===== src/rtl/systolic_feeder_2x2.sv =====
// Operand scheduler and result collector for a 2x2 output-stationary systolic array.
// Loads A/B over a write port, streams skewed operands, and captures C = A x B.
module systolic_feeder_2x2 #(
  parameter int WIDTH = 8
) (
  input  logic               clk,
  input  logic               rst,
  input  logic               in_valid,
  output logic               in_ready,
  input  logic [2:0]         in_addr,
  input  logic [WIDTH-1:0]   in_data,
  input  logic               start,
  output logic               busy,
  output logic               arr_clr,
  output logic [WIDTH-1:0]   a_data0,
  output logic [WIDTH-1:0]   a_data1,
  output logic [WIDTH-1:0]   b_data0,
  output logic [WIDTH-1:0]   b_data1,
  input  logic [2*WIDTH-1:0] c00_in,
  input  logic [2*WIDTH-1:0] c01_in,
  input  logic [2*WIDTH-1:0] c10_in,
  input  logic [2*WIDTH-1:0] c11_in,
  output logic               res_valid,
  input  logic               res_ready,
  output logic [2*WIDTH-1:0] res_c00,
  output logic [2*WIDTH-1:0] res_c01,
  output logic [2*WIDTH-1:0] res_c10,
  output logic [2*WIDTH-1:0] res_c11
);

  typedef enum logic [2:0] {
    S_IDLE,
    S_CLEAR,
    S_FEED,
    S_DRAIN,
    S_DONE
  } state_t;

  state_t           state, state_nxt;
  logic [2:0]       slot, slot_nxt;
  logic [WIDTH-1:0] opnd [8];
  logic [7:0]       loaded;
  logic             wr_en;
  logic [7:0]       wr_mask;
  logic             start_ok;

  assign wr_en   = in_valid & in_ready;
  assign wr_mask = wr_en ? (8'b1 << in_addr) : '0;
  // A write landing in the same cycle as start counts toward the full mask.
  assign start_ok = start && (state == S_IDLE) && (&(loaded | wr_mask));

  always_ff @(posedge clk or negedge rst) begin
    if (!rst) begin
      loaded <= '0;
      for (int unsigned i = 0; i < 8; i++) opnd[i] <= '0;
    end else if (wr_en) begin
      opnd[in_addr] <= in_data;
      loaded        <= loaded | wr_mask;
    end
  end

  always_ff @(posedge clk or negedge rst) begin
    if (!rst) begin
      state <= S_IDLE;
      slot  <= '0;
    end else begin
      state <= state_nxt;
      slot  <= slot_nxt;
    end
  end

  always_comb begin
    state_nxt = state;
    slot_nxt  = slot;
    case (state)
      S_IDLE: begin
        if (start_ok) begin
          state_nxt = S_CLEAR;
          slot_nxt  = '0;
        end
      end
      S_CLEAR: begin
        state_nxt = S_FEED;
        slot_nxt  = '0;
      end
      S_FEED: begin
        slot_nxt = slot + 3'd1;
        if (slot == 3'd2) state_nxt = S_DRAIN;
      end
      S_DRAIN: begin
        slot_nxt = slot + 3'd1;
        if (slot == 3'd4) state_nxt = S_DONE;
      end
      S_DONE: begin
        if (res_ready) state_nxt = S_IDLE;
      end
      default: state_nxt = S_IDLE;
    endcase
  end

  always_comb begin
    in_ready  = (state == S_IDLE);
    busy      = (state == S_CLEAR) || (state == S_FEED) || (state == S_DRAIN);
    arr_clr   = (state == S_CLEAR);
    res_valid = (state == S_DONE);
    a_data0   = '0;
    a_data1   = '0;
    b_data0   = '0;
    b_data1   = '0;
    // Row 1 / column 1 run one slot behind row 0 / column 0 to match the array skew.
    if (state == S_FEED) begin
      case (slot)
        3'd0: begin
          a_data0 = opnd[0];
          b_data0 = opnd[4];
        end
        3'd1: begin
          a_data0 = opnd[1];
          a_data1 = opnd[2];
          b_data0 = opnd[6];
          b_data1 = opnd[5];
        end
        3'd2: begin
          a_data1 = opnd[3];
          b_data1 = opnd[7];
        end
        default: ;
      endcase
    end
  end

  always_ff @(posedge clk or negedge rst) begin
    if (!rst) begin
      res_c00 <= '0;
      res_c01 <= '0;
      res_c10 <= '0;
      res_c11 <= '0;
    end else if (state == S_DRAIN && slot == 3'd4) begin
      res_c00 <= c00_in;
      res_c01 <= c01_in;
      res_c10 <= c10_in;
      res_c11 <= c11_in;
    end
  end

endmodule


===== config.mk =====
export PLATFORM = sky130hd
export DESIGN_NAME = systolic_feeder_2x2
export DESIGN_NICKNAME = d
export VERILOG_FILES = /design/src/rtl/systolic_feeder_2x2.sv
export SDC_FILE = /design/constraint.sdc
export NUM_CORES = 1
export LEC_CHECK = 0
export ABC_AREA = 1
export BUFFER_PORTS_ARGS = -buffer_cell sky130_fd_sc_hd__clkbuf_2
export CORE_UTILIZATION = 27
export CTS_CLUSTER_SIZE = 16
export DETAILED_ROUTE_END_ITERATION = 6
export HOLD_SLACK_MARGIN = 0.06
export PLACE_DENSITY = 0.53
export REMOVE_ABC_BUFFERS = 1
export SKIP_LAST_GASP = 1
export SLEW_MARGIN = 40
export SYNTH_ARGS = -nofsm -noshare
export SYNTH_HDL_FRONTEND = slang
export SYNTH_SLANG_ARGS = --single-unit

===== constraint.sdc =====
create_clock -name clk -period 1.5 [get_ports clk]
set_input_delay 0.075 -clock clk [delete_from_list [all_inputs] [get_ports clk]]
set_output_delay 0.075 -clock clk [all_outputs]
set_load 0.1 [all_outputs]

==> out/metrics.cfg, run 1 <==
[sta]
max_freq_ghz=0.499
tightest_slew_ns=0.584
hold_viol_final=0
finalSetupViolCount=156
grt_setup_unrepaired=true
tns_ns=-32.27
finClkSkew_ns=0.0117
fin_hold_ws_ns=0.104
slew_headroom_pct=61.2
finalWorstSetupSlack_ns=-0.502
period_needed_ns=2.00
maxSlewViolCount=0
fin_crit_sh_pct=133

[finish]
area_growth_pct=77.2
drive_gt1_share_pct=57.2
final_cell_area_mm2=0.0111
most-common-layout-cells=clkbuf_2, dfrtp_1, mux2_4
regArea_mm2=0.00355
n_antenna_cell=0
multi_input_comb_area_mm2=0.00301
nets=964
fill_cells=2025

[status]
violations=negative setup slack
status=finished with violations

[routing]
post_drt_wl_per_cell_um=16.4
postRouteAntennaNets=0
drt_iter0_drc=209
drt_wl_total_mm=19.3
drc=0
num_vias=5248
first_pass_iters=4
via_per_inst=4.46

[critical_path]
worstPathCellList=inv_2, buf_6, ha_4, nand2_4, inv_6, buf_12, nand2_1, a21oi_2, buf_4, buf_12
cp_common_cell=buf_12
end_kind=primary output
reg2reg_slack_ns=-0.28
crit_slowest_cell=dfrtp_1
max_stage_delay_ns=0.40
critPathTopFamily=buffers and inverters
required_ns=1.42
crit_type=register to primary output
cp_data_arrival_time_ns=1.93
critPathBufInv=6
cp_max_fo=8
critPathLaunchType=register

[global_route]
grt_overflow=0
grtUsageTotal_pct=15.7
grt_first_pass_wirelength_mm=28.9
grt_max_degree=46
antenna_found_initial=1
first_global_vias=5354

[floorplanning]
die_area_mm2=0.0239
die_w_um=154
die_y_um=154
ios=180
core_mm2=0.0227
initial_core_util_pct=27.6
rows=55

[clocking]
clock-sinks=142
cts_max_level=4
cts_buffers=17
cts_tree=built
clk_latency_ns=0.42
ctsRootBufferMaster=clkbuf_16
cts.clk_slew.worst_paths_ns=0.06
clock_path_buffers=2

[yosys]
synth_compound_area_share_pct=6.80
synthAdderAreaFrac_pct=0.798
netlist_instances=539
synthArstFlopShare_pct=100
ys_warn_count=0
yosysUniqueCellTypes=23
muxShareOfSynthArea_pct=20.2
synth_top_family_by_area=multiplexers
synth_edf_count=0
synth_xor_area_share_pct=0.140
synthesis.area_mm2=0.00627
ys_seq_area_share_pct=56.6
synthSimpleGateAreaFrac_pct=9.45
synthFlopType=dfrtp_1
syn_avg_cell_area_um2=11.6
ys_ff_latch=142

[placed_design]
post_dp_cell_area_mm2=0.00851
dp_slack_ns=-0.221
routabilityCongestion=0.718
post-dp-hpwl_mm=11.6
io_buffers=179

[worst_hold_path]
hold_class=input pin to register

[flow_run]
drv_cap=0

worst register-to-register path, cell delays in order, from the launching register on:
cell	delay, ns
dfrtp_1	0.42
nor2_4	0.14
buf_6	0.12
buf_6	0.09
nand3_4	0.12
o21bai_2	0.16
nand2_1	0.06
nor2_1	0.14
nand3_2	0.12
nand2_2	0.12
nand2_4	0.07
nand2_2	0.06
nand2_1	0.04
cell usage after synthesis (2+ instances only):
| library cell | number | area share [%] |
|---|---|---|
| a21oi_1 | 16 | 1.3 |
| buf_2 | 5 | 0.40 |
| buf_6 | 7 | 1.3 |
| clkbuf_1 | 9 | 0.54 |
| clkinv_1 | 3 | 0.18 |
| dfrtp_1 | 142 | 57 |
| ha_1 | 4 | 0.80 |
| inv_1 | 59 | 3.5 |
| inv_2 | 2 | 0.12 |
| mux2_2 | 47 | 8.4 |
| mux2_4 | 49 | 12 |
| nand2_1 | 70 | 4.2 |
| nand3_1 | 26 | 2.1 |
| nor2_1 | 28 | 1.7 |
| nor2_2 | 7 | 0.70 |
| nor2_4 | 2 | 0.36 |
| o21ai_0 | 38 | 3.0 |
| o21bai_2 | 5 | 0.90 |
| o22ai_1 | 16 | 1.6 |
area by class of cell:
type | instances | area share [%]
clock buffer | 20 | 4.02
clock inverter | 12 | 1.44
inverter | 64 | 2.25
multi-input combinational | 313 | 27.1
sequential | 142 | 32.0
tap | 285 | 3.21
timing repair buffer | 342 | 30.1
flip-flops by register name (all words and copies together), names as in the netlist:
signal and count:
res_c01 16, opnd 64, res_c10 16, loaded 8, state 3, res_c11 16
slot 3, res_c00 16
worst paths after layout:
check,start,to,cells after the start
min reg2reg,loaded[6],loaded[6],2
max,slot[0],a_data1[0],10
min in group asynchronous,rst,opnd[8],2
min,in_valid,loaded[0],3
max in group asynchronous,rst,res_c01[11],3
max reg2reg,state[0],slot[1],12
stage by stage:
| step | instances | util (%) |
|---|---|---|
| detailed placement | 1040 | 37.5 |
| global placement | 1040 | 37.5 |
| CTS | 1159 | 45.2 |
| floorplan | 518 | - |
| finish | 1178 | 49.0 |
| global route | 1178 | 49.0 |
cell families after synthesis:
group	Yosys count
AOI/OAI and AO/OA	75
xor gates and xnor gates	1
adders and majority gates	4
buffers and inverters	85
DFF	142
muxes	96
and+or+nand+nor	136
layer usage:
layer  vias up  part of all wire (%)  wire [um]  global-route usage [%]
met5         -                 0.047          9                       0
met2       206                    47       9050                    25.4
li1       2478                     -          -                       -
met3        30                   6.5       1250                    4.60
met4         2                   1.9        363                    4.57
met1      2532                    45       8640                    20.3
repair_timing:
item / CTS / global route
gates cloned: 4 / 10
pin swaps: 7 / 32
endpoints found under the hold margin: 250 / 0
gates resized for setup: 66 / 189
hold buffers: 75 / 0
buffers inserted: 9 / 16
setup endpoints to repair: 137 / 169
Power of run 1 is left out: the tool's default activity adds up to more than one toggle a clock period on the data nets, which glitch-free logic cannot reach.
==> run 2, diff against run 1 <==
ABC_AREA = default   (was 1)
==> run 2 against run 1 <==
Compared with the run above:
- the flow still finishes with violations (negative setup slack)
- critical path depth decreased by 3
- sequential share of layout area is 0.81 points higher
- die area shrank 4.3%
- setup slack worse by 0.17 ns
- synthesized cell count down 19%
- cell area shrank 2.5%
- wire length shrank 2.2%
- core utilization rose by 0.73 points
- via count down 8.2%
- count of clock-buffer cells in the layout shrank 3
- cell count is 11% lower
- area after synthesis is 4.4% lower
- critical path type unchanged
- highest routed layer is now met4
==> out/metrics.cfg, run 2 <==
[status]
status=finished with violations
violations=negative setup slack

[floorplanning]
die_area_mm2=0.0228
core_mm2=0.0218
die_y_um=151
die_w_um=151
ios=180
initial_core_util_pct=27.5
rows=54

[yosys]
synthFlopType=dfrtp_1
ys_warn_count=0
synthesis.area_mm2=0.00600
synthTopCellsByCount=dfrtp_1, mux2_2, nor2_1, a22oi_1, clkbuf_1
netlist_instances=434
syn_avg_cell_area_um2=13.8
synth_area_leaders=dfrtp_1, mux2_2, a22oi_1
yosysUniqueCellTypes=39
synthArstFlopShare_pct=100
synth_edf_count=0
synth.top_cell.area_share_pct=59.2
ys_seq_area_share_pct=59.2
post-synth-top-count-cell=dfrtp_1
ys_ff_latch=142
synth_area_leader_cell=dfrtp_1

[sta]
tns_ns=-86.59
slew_headroom_pct=62.5
hold_viol_final=0
fin_crit_sh_pct=145
finClkSkew_ns=0.0217
grt_setup_unrepaired=true
tightest_slew_ns=0.565
fin_hold_ws_ns=0.106
finalSetupViolCount=175
finalWorstSetupSlack_ns=-0.668
max_freq_ghz=0.461
period_needed_ns=2.17
maxSlewViolCount=0

[clocking]
cts_tree=built
ctsRootBufferMaster=clkbuf_16
clock-sinks=142
cts.clk_slew.worst_paths_ns=0.06
cts_buffers=17
clk_latency_ns=0.43
cts_max_level=4
clock_path_buffers=2

[critical_path]
end_kind=primary output
cp_data_arrival_time_ns=2.09
required_ns=1.42
critPathLaunchType=register
r2r_start=state[1]
cp_max_fo=6
r2r-end=opnd[34]
reg2regPathDepth=5
crit_type=register to primary output
reg2reg_slack_ns=-0.64
cp-startpoint=state[2]

[worst_hold_path]
hold_depth=4
hold_class=input pin to register
hold_path_startpoint=start
holdPathEnd=slot[0]

[placed_design]
dp.cells=912
post-dp-hpwl_mm=11.3
routabilityCongestion=0.846
io_buffers=179

[finish]
n_antenna_cell=0
drive_gt1_share_pct=65.1
nets=840
area_growth_pct=80.8
largest-register=opnd
most-common-layout-cells=clkbuf_2, dfrtp_1, mux2_4
largest_register_ffs=64
final_cells=1049

[routing]
drt_iter0_drc=121
postRouteAntennaNets=0
post_drt_wl_per_cell_um=18.0
first_pass_iters=4
drt_wl_total_mm=18.9
drc=0
via_per_inst=4.59
num_vias=4817

[global_route]
grt_first_pass_wirelength_mm=29.7
antenna_found_initial=0
grtUsageTotal_pct=17.5
grt_max_degree=44
grt_overflow=0
first_global_vias=5389

[flow_run]
drv_cap=0

run 2: kinds of logic after synthesis:
logic type | synth area share, %
mux | 24.9
flops | 59.2
compound gates | 5.86
simple gates | 6.94
buf+inv | 2.25
fa+ha+maj | 0.834
run 2: how the worst max path moves through the flow:
| stage | end | slack (ns) | depth (start not counted) |
|---|---|---|---|
| finish | a_data1[6] | -0.67 | 7 |
| global route | a_data1[6] | -0.75 | 7 |
| CTS | b_data1[0] | -0.68 | 8 |
| detailed placement | opnd[31] | -0.60 | 5 |
| global placement | opnd[18] | -0.53 | 4 |
| floorplan | res_c00[0] | -2.54 | 5 |
run 2: layout make-up:
class / instances / area [um^2]
Fill cell: 1794 / 11000
Tap cell: 280 / 350
Sequential cell: 142 / 3550
Multi-Input combinational cell: 262 / 3070
Clock inverter: 15 / 191
Timing Repair Buffer: 328 / 3230
Inverter: 5 / 21.3
Clock buffer: 17 / 425
run 2: worst max-delay path: stages, from the launching register on:
cell and delay (ns):
dfrtp_1 0.40, buf_6 0.13, or2b_1 0.24, or2_4 0.29
buf_12 0.15, buf_16 0.15, nor2_4 0.13, buf_12 0.19
run 2: metrics by stage:
stage	area (um^2)	setup slack, ns	util [%]
4_1_cts	10600	-0.680	48.6
5_1_grt	10800	-0.749	49.7
3_3_place_gp	8170	-0.532	37.4
2_1_floorplan	5880	-2.54	-
6_report	10800	-0.668	49.7
3_5_place_dp	8170	-0.596	37.4
run 2: layer usage:
metal / share of wire, % / global-route usage [%]
met1: 42 / 21.3
met2: 51 / 29.8
met3: 5.5 / 5.15
met4: 1.4 / 5.15
met5: 0 / 0
run 2: repair_timing:
action | CTS | global route
hold buffers | 75 | 0
endpoints found under the setup margin | 174 | 174
pin swaps | 28 | 20
cloned | 12 | 0
endpoints found under the hold margin | 272 | 0
gates resized for setup | 166 | 66
buffers inserted | 17 | 8
Power of run 2 is left out for the same reason.
==> run 3, diff against run 2 <==
--- a/config.mk
+++ b/config.mk
@@ -13,3 +13,2 @@
 export PLACE_DENSITY = 0.53
-export REMOVE_ABC_BUFFERS = 1
 export SKIP_LAST_GASP = 1
--- a/constraint.sdc
+++ b/constraint.sdc
@@ -3,2 +3,2 @@
 set_output_delay 0.075 -clock clk [all_outputs]
-set_load 0.1 [all_outputs]
+set_load 0.05 [all_outputs]
==> run 3 against run 2 <==
Compared with the run above:
- the run still ends with negative setup slack left
- via count up 3.0%
- fmax decreased by 0.58%
- count of clock-buffer cells in the layout rose by 2
- clock skew is 0.0078 ns lower
- worst hold slack lost 0.029 ns
- cell area increased by 4.8%
- flip-flop and latch count did not move
- non-clock buffer count up 19
- register-to-register slack worse by 0.04 ns
- critical path type is now register to register
==> out/metrics.cfg, run 3 (synthesis gave the netlist of run 2 again) <==
[status]
status=finished with violations
violations=negative setup slack

[global_route]
grtUsageTotal_pct=17.0
grt_max_degree=47
antenna_found_initial=0
grt_overflow=0
first_global_vias=5307
grt_first_pass_wirelength_mm=29.1

[finish]
nets=861
postLayoutCoreUtil_pct=52.1
final_cells=1070
drive_gt1_share_pct=67.6
largest_register_ffs=64
largest-register=opnd
area_growth_pct=89.5
most-common-layout-cells=clkbuf_2, dfrtp_1, mux2_4
final_cell_area_mm2=0.0114
n_antenna_cell=0

[clocking]
clk_latency_ns=0.43
clock-sinks=142
ctsRootBufferMaster=clkbuf_16
cts_buffers=17
clock_path_buffers=2
cts_tree=built
cts.clk_slew.worst_paths_ns=0.06
cts_max_level=4

[routing]
postRouteAntennaNets=0
num_vias=4963
via_per_inst=4.64
first_pass_iters=4
drt_wl_total_mm=19.8
post_drt_wl_per_cell_um=18.5
drc=0
drt_iter0_drc=139

[critical_path]
critPathBufInv=2
max_stage_delay_ns=0.56
worstPathCellList=or4b_4, buf_4, buf_6, o21bai_2, o21ai_1, nor4b_4, o2bb2ai_1
crit_type=register to register
critPathTopFamily=simple AND/OR/NAND/NOR gates
crit_slowest_cell=or4b_4
required_ns=1.83
end_kind=register
cp_data_arrival_time_ns=2.51
critPathLaunchType=register
cp_max_fo=4

[sta]
max_freq_ghz=0.459
grt_setup_unrepaired=true
period_needed_ns=2.18
fin_hold_ws_ns=0.0776
finalSetupViolCount=174
tns_ns=-76.38
hold_viol_final=0
maxSlewViolCount=0
slew_headroom_pct=48.8
finClkSkew_ns=0.0138
tightest_slew_ns=0.765
finalWorstSetupSlack_ns=-0.681
fin_crit_sh_pct=145

[power]
total_leakage_power_nw=5.14
ir_drop_v=0.00129
p_total_mw=25.5
power_density_mw_per_mm2=2240

[placed_design]
routabilityCongestion=0.795
dp_slack_ns=-0.595
io_buffers=179
dp.cells=910
post-dp-hpwl_mm=10.8
post_dp_cell_area_mm2=0.00841

[worst_hold_path]
hold_class=input pin to register

[floorplanning]
ios=180
die_area_mm2=0.0228
initial_core_util_pct=27.5
die_y_um=151
core_mm2=0.0218
die_w_um=151
rows=54

[flow_run]
drv_cap=0

[yosys]
synth_nets=518

run 3: worst paths after layout:
kind / startpoint / to / slack (ns) / cells past startpoint
worst max-delay path: state[0] / state[0] / -0.68 / 7
worst min-delay path: in_data[6] / opnd[38] / 0.08 / 2
worst max register to register: state[0] / state[0] / -0.68 / 7
worst min register to register: loaded[6] / loaded[6] / 0.49 / 1
max in group asynchronous: rst / opnd[20] / 0.75 / 3
min in group asynchronous: rst / res_c11[4] / 0.14 / 2
run 3: layer usage:
metal | share of wire (%) | wire [um] | vias up | GRT usage, %
met2 | 52 | 10300 | 174 | 29.0
met4 | 1.9 | 385 | 0 | 5.95
met3 | 4.7 | 922 | 24 | 4.52
met1 | 41 | 8160 | 2525 | 20.7
met5 | 0 | 0 | - | 0
li1 | - | - | 2240 | -
run 3: cell type report:
type                       count  area, um^2
clock buffer                  19         433
clock inverter                13         153
fill                        1789       10500
inverter                       5        18.8
multi-input combinational    264        3270
sequential                   142        3550
tap                          280         350
timing repair buffer         347        3580
run 3: repair_timing:
action	in CTS	in global routing
cloned	16	4
pin swaps	30	22
resized for setup	112	116
setup endpoints to repair	174	175
buffers inserted	25	20
hold endpoints to repair	243	0
hold buffers	72	0
run 3: report_power, final:
group	switching, mW	internal [mW]	total [mW]	leakage, nW
Clock	1.77	2.49	4.25	0.281
Combinational	7.75	6.73	14.5	3.09
Sequential	1.21	5.54	6.75	1.76
Total	10.7	14.8	25.5	5.14
Note: power is estimated with default switching activity, not from simulation.
